$ cat config.mk
export PLATFORM = sky130hd
export DESIGN_NAME = reg_file_sb
export DESIGN_NICKNAME = d
export VERILOG_FILES = /design/src/rtl/reg_file_sb.sv
export SDC_FILE = /design/constraint.sdc
export NUM_CORES = 2
export LEC_CHECK = 0
export CELL_PAD_IN_SITES_DETAIL_PLACEMENT = 1
export CELL_PAD_IN_SITES_GLOBAL_PLACEMENT = 1
export CORE_ASPECT_RATIO = 0.9
export CORE_MARGIN = 2
export CORE_UTILIZATION = 45
export DETAILED_ROUTE_END_ITERATION = 6
export PLACE_DENSITY = 0.73
export SLEW_MARGIN = 20
export SYNTH_ARGS = -nofsm -noshare
export SYNTH_HDL_FRONTEND = slang
export SYNTH_SLANG_ARGS = --single-unit
$ cat constraint.sdc
create_clock -name clk -period 9.13 [get_ports clk]
set_input_delay 1.3695 -clock clk [delete_from_list [all_inputs] [get_ports clk]]
set_output_delay 1.3695 -clock clk [all_outputs]
set_load 0.005 [all_outputs]
$ cat src/rtl/reg_file_sb.sv
// reg_file_sb: two-read, one-write register file with a per-register busy
// scoreboard. Reads are combinational with same-cycle writeback bypass.
// Issued destinations are marked busy until their writeback returns.
// A sticky error flag records an issue to a register that is still busy.
module reg_file_sb #(
    parameter int DATA_W   = 32,
    parameter int ADDR_W   = 5,
    parameter int ZERO_REG = 1
) (
    input  logic              clk,
    input  logic              rst_n,
    input  logic [ADDR_W-1:0] rd_addr_a,
    input  logic [ADDR_W-1:0] rd_addr_b,
    output logic [DATA_W-1:0] rd_data_a,
    output logic [DATA_W-1:0] rd_data_b,
    output logic              rd_busy_a,
    output logic              rd_busy_b,
    input  logic              wr_en,
    input  logic [ADDR_W-1:0] wr_addr,
    input  logic [DATA_W-1:0] wr_data,
    input  logic              iss_en,
    input  logic [ADDR_W-1:0] iss_addr,
    output logic [ADDR_W:0]   busy_cnt,
    output logic              err
);

    localparam int NREGS = 2 ** ADDR_W;
    localparam logic [ADDR_W:0] CNT_ONE = {{ADDR_W{1'b0}}, 1'b1};

    logic [DATA_W-1:0] regs [NREGS];
    logic [NREGS-1:0]  busy;

    logic wr_live;
    logic iss_live;
    logic wr_ok;
    logic iss_ok;
    logic same_dst;
    logic clr_ok;
    logic cnt_inc;
    logic cnt_dec;
    logic dbl_iss;

    // True when addr names the hardwired-zero register.
    function automatic logic is_zero(input logic [ADDR_W-1:0] addr);
        return (ZERO_REG != 0) && (addr == '0);
    endfunction

    // Read data for one port: hardwired zero first, then bypass, then storage.
    function automatic logic [DATA_W-1:0] read_port(input logic [ADDR_W-1:0] addr,
                                                     input logic            live,
                                                     input logic [DATA_W-1:0] stored);
        if (is_zero(addr))
            return '0;
        else if (live && (wr_addr == addr))
            return wr_data;
        else
            return stored;
    endfunction

    // Strobes are gated by reset so the bypass path is also quiet in reset.
    always_comb begin
        wr_live  = wr_en & rst_n;
        iss_live = iss_en & rst_n;
        wr_ok    = wr_live && !is_zero(wr_addr);
        iss_ok   = iss_live && !is_zero(iss_addr);
        same_dst = wr_ok && iss_ok && (wr_addr == iss_addr);
        // A writeback to a busy register frees it unless a new producer claims it.
        clr_ok   = wr_ok && busy[wr_addr] && !same_dst;
        cnt_inc  = iss_ok && !busy[iss_addr];
        cnt_dec  = clr_ok;
        // Re-issue to a busy register is only legal when its writeback lands now.
        dbl_iss  = iss_ok && busy[iss_addr] && !same_dst;
    end

    // Combinational read ports with writeback bypass and busy hiding.
    always_comb begin
        rd_data_a = read_port(rd_addr_a, wr_live, regs[rd_addr_a]);
        rd_data_b = read_port(rd_addr_b, wr_live, regs[rd_addr_b]);
        rd_busy_a = busy[rd_addr_a] && !(wr_live && (wr_addr == rd_addr_a));
        rd_busy_b = busy[rd_addr_b] && !(wr_live && (wr_addr == rd_addr_b));
    end

    // Register storage write.
    always_ff @(posedge clk or negedge rst_n) begin
        if (!rst_n) begin
            for (int i = 0; i < NREGS; i++)
                regs[i] <= '0;
        end else if (wr_ok) begin
            regs[wr_addr] <= wr_data;
        end
    end

    // Scoreboard: busy bits, their population count and the sticky error.
    always_ff @(posedge clk or negedge rst_n) begin
        if (!rst_n) begin
            busy     <= '0;
            busy_cnt <= '0;
            err      <= 1'b0;
        end else begin
            if (clr_ok)
                busy[wr_addr] <= 1'b0;
            if (iss_ok)
                busy[iss_addr] <= 1'b1;
            case ({cnt_inc, cnt_dec})
                2'b10:   busy_cnt <= busy_cnt + CNT_ONE;
                2'b01:   busy_cnt <= busy_cnt - CNT_ONE;
                default: busy_cnt <= busy_cnt;
            endcase
            if (dbl_iss)
                err <= 1'b1;
        end
    end

endmodule

==> metrics.md <==
| Metric | Value |
|---|---|
| Clock power frac | around 38% |
| Post-Syn Instances | 4007 |
| Row count | roughly 130 |
| Worst-path clk slew | 0.05 ns |
| Initial Util | 45.3% |
| CTS Root Cell | clkbuf_16 |
| Die Ht | 345 um |
| Yosys reg bits | 1063 |
| PD cells | just over 200 nW/um^2 |
| Gpl congestion | 0.828 |
| Compound-Gate Fraction of Synth Area | between 5 and 6% |
| Number of library cell types mapped by synthesis | 62 |
| Peak supply drop | 0.000174 V |
| Reg2Reg Setup Slack | 5.67 ns |
| Xor/xnor cell area share of the yosys netlist | 0.346% |
| Slew @ Worst Pin | 1.22 ns |
| Vias/cell | 6.80 |
| Worst path max stage delay | between 1 and 1.5 ns |
| Gr usage total | a little under a third |
| First-pass GRT wire length | 295000 um |
| Routed len/inst | 35.0 um |
| Max-slew violations | 0 |
| Cts repair resizes | 0 |
| Clock Sinks | 1063 |
| Ports | 129 |
| Drt drc | 0 |
| WL final | 200000 um |
| Sequential fraction of the synthesis area | 45.6% |
| Synth Area in Simple Gates | 2.52% |
| Critical path class | input pin to output port |
| Unrepaired setup endpoints after global routing | no |
| Grt ovf | 0 |
| Via count | a little under 40k |
| Full die area | ~130000 um^2 |
| Worst-skew pair later-pin latency | 0.72 ns |
| Sw Share | 27.2% |
| CTS tree | built |
| DRT iter0 DRCs | roughly 4.0k |
| Endpoint class of the critical path | output port |
| Post-route ant nets | 0 |
| Filler cells | 12.3k |
| Setup WS post-layout | 1.80 ns |
| Placed cell count | about 5.5k |
| Number of global-route vias before repair | 41.0k |
| Final setup violating endpoints | 0 |
| Crit start category | input pin |
| Status | complete, no violations |
| Timing-limited maximum frequency | roughly 140 MHz |
| Worst-path maximum fanout | 17 |
| Post-CTS Hold Fix Bufs | 0 |
| Largest net degree at the start of global routing | 157 |
| Num CTS Buffers | 117 |
| Clock buffer depth | 3 |
| Final std cells w/o fill | between 5k and 6k |
| Syn avg cell area | 14.5 um^2 |
| I/O Buffers | ~130 |
| P_leak | 0.0282 uW |
| Net switching power | 3590 uW |
| Max Cap Viol | 0 |
| Layout area overhead | 11.0% |
| Commonest register cell after synthesis | dfrtp_1 |
| Min-Delay Path Class | flip-flop to flip-flop |
| Main combinational cell family by area after synthesis | multiplexers |
| Post-DP HPWL | 112000 um |
| Critical path arrival | about 6 ns |
| Slew headroom | between 10% and 20% |
| Core ar. | around 130000 um^2 |
| Synth Net Count | 4066 |
| Synthesized-area fraction occupied by adder cells | 0.0644% |
| Worst Clk Skew | 0.00939 ns |
| Fin Setup TNS | 0 ns |
| # Post-CTS Setup Buffers | 0 |
| Fin area | 64700 um^2 |
| Drt pass-1 iters | 5 |
| Pre-CTS setup slack | 2.08 ns |
| Seq pwr share | between 40% and 50% |
| Crit path cell chain | clkdlybuf4s50_1 > xor2_1 > nor4_2 > nand3_1 > buf_4 > nor2_4 > buf_4 > a221o_1 > clkdlybuf4s50_1 |
| Async S/R FF share, synth | 100% |
| H-tree levels | 3 |
| Combinational share of power | 18.0% |
| Final worst-path cycle share | between 80 and 90% |
| Cell Area, Synth | approximately 58000 um^2 |
| Layout cells sized above 1 | between 40% and 50% |
| Initial antenna violation count | 7 |
| Area post-placement | 60700 um^2 |
| Yosys warns | 0 |
| Worst EP required | 7.76 ns |
| Slowest cell on the critical path | clkdlybuf4s50_1 |
| Chip width | 383 um |
| Internal Pwr Total | 9600 uW |
| Multiplexer area fraction after synthesis | 42.4% |
| Post-layout min period | 7.33 ns |
| # nets final | 3966 |
| Number of synthesized flops with an enable pin | 0 |
| Hold Vio Cnt, Final | 0 |
layout by cell type, fill, tap and decap left out, drive strengths merged, types with 8 or more instances in the layout:
master	n
dfrtp	1063
mux2	995
mux4	510
mux2i	204
clkbuf	182
buf	121
o21ai	120
clkdlybuf4s50	113
nand2	86
nor2	83
a21oi	72
a211oi	69
a221oi	60
nor2b	41
a22oi	31
a221o	26
o22ai	24
clkinv	22
nand3	19
and3	16
xor2	15
nor3	12
inv	12
and2	11
bufinv	10
nand2b	9
xnor2	8
final timing paths:
kind,from,endpoint,cells past startpoint
max,wr_addr[1],rd_data_a[30],9
min,regs[1023],regs[1023],0
max reg2reg,busy[11],busy_cnt[4],13
min reg2reg,regs[1023],regs[1023],0
max in group asynchronous,rst_n,regs[309],4
min in group asynchronous,rst_n,busy_cnt[4],1
metrics by stage:
step | hold slack [ns] | total power (uW) | util [%]
final | 0.391 | 13200 | 50.2
after global routing | 0.405 | 13700 | 50.2
after CTS | 0.396 | 13200 | 50.3
after detailed placement | 0.383 | 8260 | 47.1
after global placement | 0.377 | 8140 | 47.1
after floorplan | 0.441 | 7400 | -
registers in the layout, indices dropped and copies added (netlist names):
| register | cells |
|---|---|
| busy_cnt | 6 |
| busy | 32 |
| err | 1 |
| regs | 1024 |
cell families after synthesis:
| kind of cell | count (synthesis) |
|---|---|
| adder cells (fa/ha/maj) | 3 |
| multiplexers | 1709 |
| XOR/XNOR | 23 |
| flip-flops | 1063 |
| buffers and inverters | 462 |
| AND/OR/NAND/NOR | 303 |
| AO/OA/AOI/OAI | 444 |
final cells by class:
type | count | area (um^2) | area share, %
repair buffers | 234 | 2170 | 3.35
clock inverters | 35 | 467 | 0.722
well taps | 1714 | 2140 | 3.32
clock buffers | 182 | 3540 | 5.48
multi-input cells | 2482 | 29700 | 45.9
inverters | 9 | 36.3 | 0.0561
flip-flops and latches | 1063 | 26600 | 41.1
diodes | 2 | 5.00 | 0.00774
power by group through the flow:
stage          combinational [uW]  sequential, uW  clock (uW)
6_report                     2380            5840        4960
5_1_grt                      2530            5920        5200
4_1_cts                      2380            5820        5020
3_5_place_dp                 2370            5890           0
3_3_place_gp                 2310            5840           0
2_1_floorplan                1690            5710           0
synth_stat cells, drive strengths merged, types with 6 or more instances:
library cell  number  share of area, %
nand3             19              0.16
nand2b             9             0.097
a211oi            69              0.89
xnor2              8              0.12
and2              11              0.12
clkbuf           230               1.5
xor2              15              0.23
nor2              83              0.53
o21ai            120               1.0
mux4             510                20
inv                8             0.052
buf              223               2.3
o211ai             6             0.077
and3              16              0.17
nor3              12              0.10
a221o             26              0.45
dfrtp           1063                46
a22oi             31              0.40
nor2b             41              0.44
a31oi              7             0.075
o22ai             24              0.26
a221oi            60              0.91
a21oi             72              0.62
mux2i            204               3.5
nand2             86              0.56
nor3b              6             0.077
mux2             995                19
a21o               6             0.077
worst max-delay path: cells and delay by family:
family,cells,cell delay [ns]
AO/OA/AOI/OAI,1,0.33
buffers and inverters,4,2.61
AND/OR/NAND/NOR,3,1.39
XOR/XNOR,1,0.22
metal layers:
| layer | track usage, % | vias to the layer above | wire [um] |
|---|---|---|---|
| met5 | 0 | - | 37 |
| met2 | 46.7 | 1705 | 93400 |
| li1 | - | 15300 | - |
| met3 | 6.28 | 455 | 15900 |
| met4 | 11.7 | 6 | 8580 |
| met1 | 42.1 | 21400 | 82300 |
(Power assumes the default switching activity.)
